[src/rtl/sha_pad_stream.sv]
// sha_pad_stream: SHA-2 message padder with valid/ready on both sides.
// Incoming big-endian words pass through to a single output register. The
// padder appends 0x80, a zero fill and the LEN_W-bit message bit length, and
// emits the result as 16-word blocks.
module sha_pad_stream #(
  parameter int W     = 32,
  parameter int LEN_W = 2 * W,
  parameter int NB_W  = $clog2(W / 8) + 1
) (
  input  logic            clk,
  input  logic            rst,
  input  logic [W-1:0]    in_data,
  input  logic            in_valid,
  output logic            in_ready,
  input  logic            in_last,
  input  logic [NB_W-1:0] in_nbytes,
  output logic [W-1:0]    out_data,
  output logic            out_valid,
  input  logic            out_ready,
  output logic            out_first,
  output logic            out_last,
  output logic            out_msg_end
);

  localparam int NBYTES = W / 8;

  typedef enum logic [2:0] {
    IDLE,
    DATA,
    PAD80,
    ZERO,
    LENHI,
    LENLO
  } state_t;

  state_t           state;
  state_t           pad_state;
  logic [3:0]       idx;
  logic [3:0]       idx_next;
  logic [LEN_W-1:0] bit_len;
  logic [LEN_W-1:0] len_base;
  logic [LEN_W-1:0] len_add;
  logic [NB_W-1:0]  bytes_acc;
  logic [W-1:0]     last_word;
  logic [W-1:0]     pad80_word;
  logic             adv;

  // The output register may load when it is empty or its word is being taken
  assign adv        = !out_valid || out_ready;
  assign in_ready   = rst && adv && (state == IDLE || state == DATA);
  assign idx_next   = idx + 4'd1;
  assign pad80_word = {8'h80, {(W - 8){1'b0}}};

  // The length field takes index 14 straight after padding if the next slot is 14
  assign pad_state = (idx_next == 4'd14) ? LENHI : ZERO;

  // The message length starts from zero on the first word of every message
  assign bytes_acc = in_last ? in_nbytes : NB_W'(NBYTES);
  assign len_add   = {{(LEN_W - NB_W){1'b0}}, bytes_acc} << 3;
  assign len_base  = (state == IDLE) ? '0 : bit_len;

  // Final word image: keep the first n bytes, put 0x80 at byte n, zero the rest
  always_comb begin
    last_word = '0;
    for (int b = 0; b < NBYTES; b++) begin
      if (b < int'(in_nbytes)) begin
        last_word[W-1-8*b -: 8] = in_data[W-1-8*b -: 8];
      end else if (b == int'(in_nbytes)) begin
        last_word[W-1-8*b -: 8] = 8'h80;
      end
    end
  end

  // Padding FSM and output register; everything advances only when adv is high
  always_ff @(posedge clk) begin
    if (!rst) begin
      state       <= IDLE;
      idx         <= 4'd0;
      bit_len     <= '0;
      out_data    <= '0;
      out_valid   <= 1'b0;
      out_first   <= 1'b0;
      out_last    <= 1'b0;
      out_msg_end <= 1'b0;
    end else if (adv) begin
      if ((state == IDLE || state == DATA) && !in_valid) begin
        out_valid <= 1'b0;
      end else begin
        out_valid   <= 1'b1;
        out_first   <= (idx == 4'd0);
        out_last    <= (idx == 4'd15);
        out_msg_end <= 1'b0;
        idx         <= idx_next;
        case (state)
          IDLE, DATA: begin
            bit_len <= len_base + len_add;
            if (!in_last) begin
              out_data <= in_data;
              state    <= DATA;
            end else if (in_nbytes == NB_W'(NBYTES)) begin
              out_data <= in_data;
              state    <= PAD80;
            end else begin
              out_data <= last_word;
              state    <= pad_state;
            end
          end
          PAD80: begin
            out_data <= pad80_word;
            state    <= pad_state;
          end
          ZERO: begin
            out_data <= '0;
            state    <= pad_state;
          end
          LENHI: begin
            out_data <= W'(bit_len >> W);
            state    <= LENLO;
          end
          LENLO: begin
            out_data    <= bit_len[W-1:0];
            out_msg_end <= 1'b1;
            state       <= IDLE;
          end
          default: begin
            out_data <= '0;
            state    <= IDLE;
          end
        endcase
      end
    end
  end

endmodule
[config.mk]
export PLATFORM = sky130hd
export DESIGN_NAME = sha_pad_stream
export DESIGN_NICKNAME = d
export VERILOG_FILES = /design/src/rtl/sha_pad_stream.sv
export SDC_FILE = /design/constraint.sdc
export NUM_CORES = 1
export LEC_CHECK = 0
export BUFFER_PORTS_ARGS = -buffer_cell sky130_fd_sc_hd__buf_4
export CAP_MARGIN = 0
export CORE_AREA = 2 2 106 108
export DETAILED_ROUTE_END_ITERATION = 10
export DIE_AREA = 0 0 108 110
export PLACE_DENSITY = 0.83
export SETUP_SLACK_MARGIN = 0.3
export SLEW_MARGIN = 20
export SYNTH_ARGS = -nofsm -noshare
export SYNTH_HDL_FRONTEND = slang
export SYNTH_SLANG_ARGS = --single-unit
[constraint.sdc]
create_clock -name clk -period 3.2 [get_ports clk]
set_input_delay 0.48 -clock clk [delete_from_list [all_inputs] [get_ports clk]]
set_output_delay 0.48 -clock clk [all_outputs]
set_load 0.01 [all_outputs]
==> results.toml <==
[routing]
ant_nets = 0
vias_per_cell = 6.231
drt-initial-drc-count = 733
drt-total-wl_um = 17210
vias = 5714
drtPass1Iterations = 5
drcViolationCount = 0
wl_per_cell_um = 18.76

[synthesis]
synth-edff-count = 0
ys_async_sr_fraction_pct = 0
synth_cells = 693
yosysWarningCount = 0
synthFlopType = "dfxtp_1"
netlist_area_sq_mm = 0.005471
synthDistinctLibCells = 51
ys_ff_latch = 104
ys_seq_area_share_pct = 38.05
syn_area_per_cell_sq_um = 7.895
synth_nets = 740

[setup_path]
crit_path_top_delay_cell = "or4_4"
end_kind = "flop"
path_cells = "or3_4, and2_4, ha_4, nand3_4, a2111oi_4, nand4_1, or4_4, or3_1, a21oi_1"
setup.worst_path.class = "flop to flop"
timing.critical_path.buf_inv = 0
crit_path_max_incr_delay_ps = 530
cp.required_ps = 3510
start_kind = "flop"
cp_top_family = "simple AND/OR/NAND/NOR gates"
critical_path.max_fanout = 5
crit_arrival_ps = 3190

[power_and_ir_drop]
cellLeakagePower_nw = 2.471
power_mw = 2.742
p_per_area_mw_per_mm2 = 409.4
ir_worst_vdd_mv = 0.2161

[floorplanning]
fp.dieH_um = 110
core_sq_mm = 0.01070
die_w_um = 108
die_area_sq_mm = 0.01188
start_util_pct = 51.15
rows = 38
pin_count = 77

[layout]
drive_gt1_share_pct = 20.59
diodes = 0
area_growth_syn_to_layout_pct = 22.41
post-route-cell-area_sq_mm = 0.006698
postLayoutCoreUtil_pct = 62.61
nets = 820

[cts]
clock_latency_ps = 380
htree_levels = 3
tritoncts = "done"
hold_buffers = 0
cts_root_buf = "clkbuf_8"
clock_tree.buffer_depth = 2
cts_buffers = 9
clkSlewWorstSetupHoldPaths_ps = 100
cts.sinks = 104

[global_routing]
antenna_found_initial = 0
grt_max_degree = 83
grt_pass1_vias = 5402
grt_pass1_wl_um = 26880
overflow = 0
track_usage_pct = 28.98

[timing]
max_slew.worst_pin.slew_ps = 1030
finClkSkew_ps = 8.656
fin_ws_ps = 327.7
finalSetupViolCount = 0
period_minus_slack_ps = 2872
finalHoldViolCount = 0
tns_ps = 0
max_freq_ghz = 0.3482
slew_headroom_pct = 30.81
rsz0062_at_grt = "true"
slew_violations = 0
fin_crit_sh_pct = 89.76

[place]
preCtsSetupSlack_ps = 140.8
place_congestion = 0.9783
place.port_buffers = 76
dp_hpwl_um = 12260
placed_cell_area_sq_mm = 0.006324

[status]
outcome = "complete, no violations"

[worst_hold_path]
hp-class = "input port to flop"

[run]
cap_violations = 0
-- Yosys cell counts (2+ instances only) --
cell type | count | area (sq um)
a21o_1 | 9 | 67.56
a21oi_1 | 38 | 190.2
a222oi_1 | 24 | 240.2
a22oi_1 | 7 | 52.55
a2bb2oi_1 | 24 | 210.2
a31o_2 | 2 | 17.52
and2_1 | 12 | 75.07
and3_1 | 7 | 43.79
and4_1 | 5 | 43.79
buf_1 | 3 | 11.26
buf_2 | 4 | 20.02
clkbuf_1 | 37 | 138.9
dfxtp_1 | 104 | 2082
ha_1 | 6 | 75.07
inv_1 | 9 | 33.78
mux2_2 | 3 | 33.78
mux2i_1 | 3 | 30.03
nand2_1 | 99 | 371.6
nand2b_1 | 3 | 18.77
nand3_1 | 37 | 185.2
nand4_1 | 27 | 168.9
nor2_1 | 102 | 382.9
nor2b_1 | 2 | 12.51
nor3_1 | 18 | 90.09
nor3b_1 | 3 | 22.52
nor4_1 | 14 | 87.58
nor4_2 | 2 | 25.02
o21a_1 | 3 | 22.52
o21ai_0 | 10 | 50.05
o21bai_1 | 5 | 37.54
or2_2 | 2 | 12.51
or3_1 | 3 | 18.77
or4_1 | 4 | 30.03
xnor2_1 | 26 | 227.7
xor2_1 | 20 | 175.2
-- area by class of cell --
class                   instances  area, sq um
well taps                     140        175.2
clock inverters                 3        65.06
multi-input cells             535         3318
repair buffers                113        864.6
flip-flops and latches        104         2082
clock buffers                  12        155.1
fillers                       898         4000
inverters                      10        37.54
-- worst min-delay path, cell delays in order --
cell and delay [ps]:
buf_4 170, o21ai_0 80, a21oi_1 40
-- repair_timing --
action / CTS / global route
buffers inserted: 3 / 8
resized for setup: 3 / 11
pin swaps: 3 / 9
endpoints found under the setup margin: 6 / 26
-- worst paths after layout --
kind	start	cells after the start	endpoint	slack [ps]
max	state[0]	9	bit_len[46]	330
min	rst	3	out_data[15]	440
max reg2reg	state[0]	9	bit_len[46]	330
min reg2reg	out_first	2	out_first	470
-- logic make-up (layout without fill, tap and decap cells) --
logic type	count (synthesis)	after routing	synth area share, %
buf+inv	54	138	3.796
flops	104	104	38.05
simple gates	348	348	30.39
compound gates	128	128	17.49
xor+xnor	46	46	7.363
mux	6	6	1.166
fa+ha+maj	7	7	1.738
-- layer usage --
| layer | vias up | share of wire, % | global-route usage [%] |
|---|---|---|---|
| met5 | - | 0 | 0 |
| met4 | 0 | 2.6 | 11.45 |
| met3 | 52 | 9.1 | 5.585 |
| met2 | 335 | 48 | 48.11 |
| met1 | 2679 | 41 | 37.34 |
| li1 | 2648 | - | - |
-- per-stage QoR --
stage / instances / hold slack, ps
after floorplan: 693 / 476.1
after global placement: 891 / 440.7
after detailed placement: 891 / 450.2
after CTS: 909 / 436.5
after global routing: 917 / 456.9
final: 917 / 439.4
-- flip-flops by register name (all words and copies together), names as in the netlist --
name / flops
state: 3
out_data: 32
out_valid: 1
idx: 4
out_first: 1
out_msg_end: 1
bit_len: 61
out_last: 1
-- layout by cell type (no fill, tap or decap), types with 4 or more instances in the layout --
| cell | n |
|---|---|
| nor4_2 | 5 |
| ha_1 | 4 |
| a222oi_1 | 24 |
| o21bai_1 | 5 |
| nor4_1 | 9 |
| and4_1 | 4 |
| nor2_1 | 101 |
| dfxtp_1 | 104 |
| o21ai_0 | 9 |
| nand4_1 | 27 |
| clkbuf_8 | 11 |
| nand2_1 | 99 |
| a22oi_1 | 7 |
| xor2_1 | 20 |
| and3_1 | 7 |
| xnor2_1 | 26 |
| buf_4 | 111 |
| nand3_1 | 35 |
| nor3_1 | 16 |
| and2_1 | 10 |
| a2bb2oi_1 | 24 |
| a21oi_1 | 37 |
| inv_1 | 9 |
| a21o_1 | 9 |
-- report_power, final --
| group | total [mW] | leakage [nW] | internal (mW) | switching (mW) |
|---|---|---|---|---|
| clock | 0.926 | 0.112 | 0.479 | 0.447 |
| combinational | 0.452 | 1.51 | 0.201 | 0.251 |
| sequential | 1.36 | 0.844 | 1.34 | 0.0287 |
(Power assumes the default switching activity.)
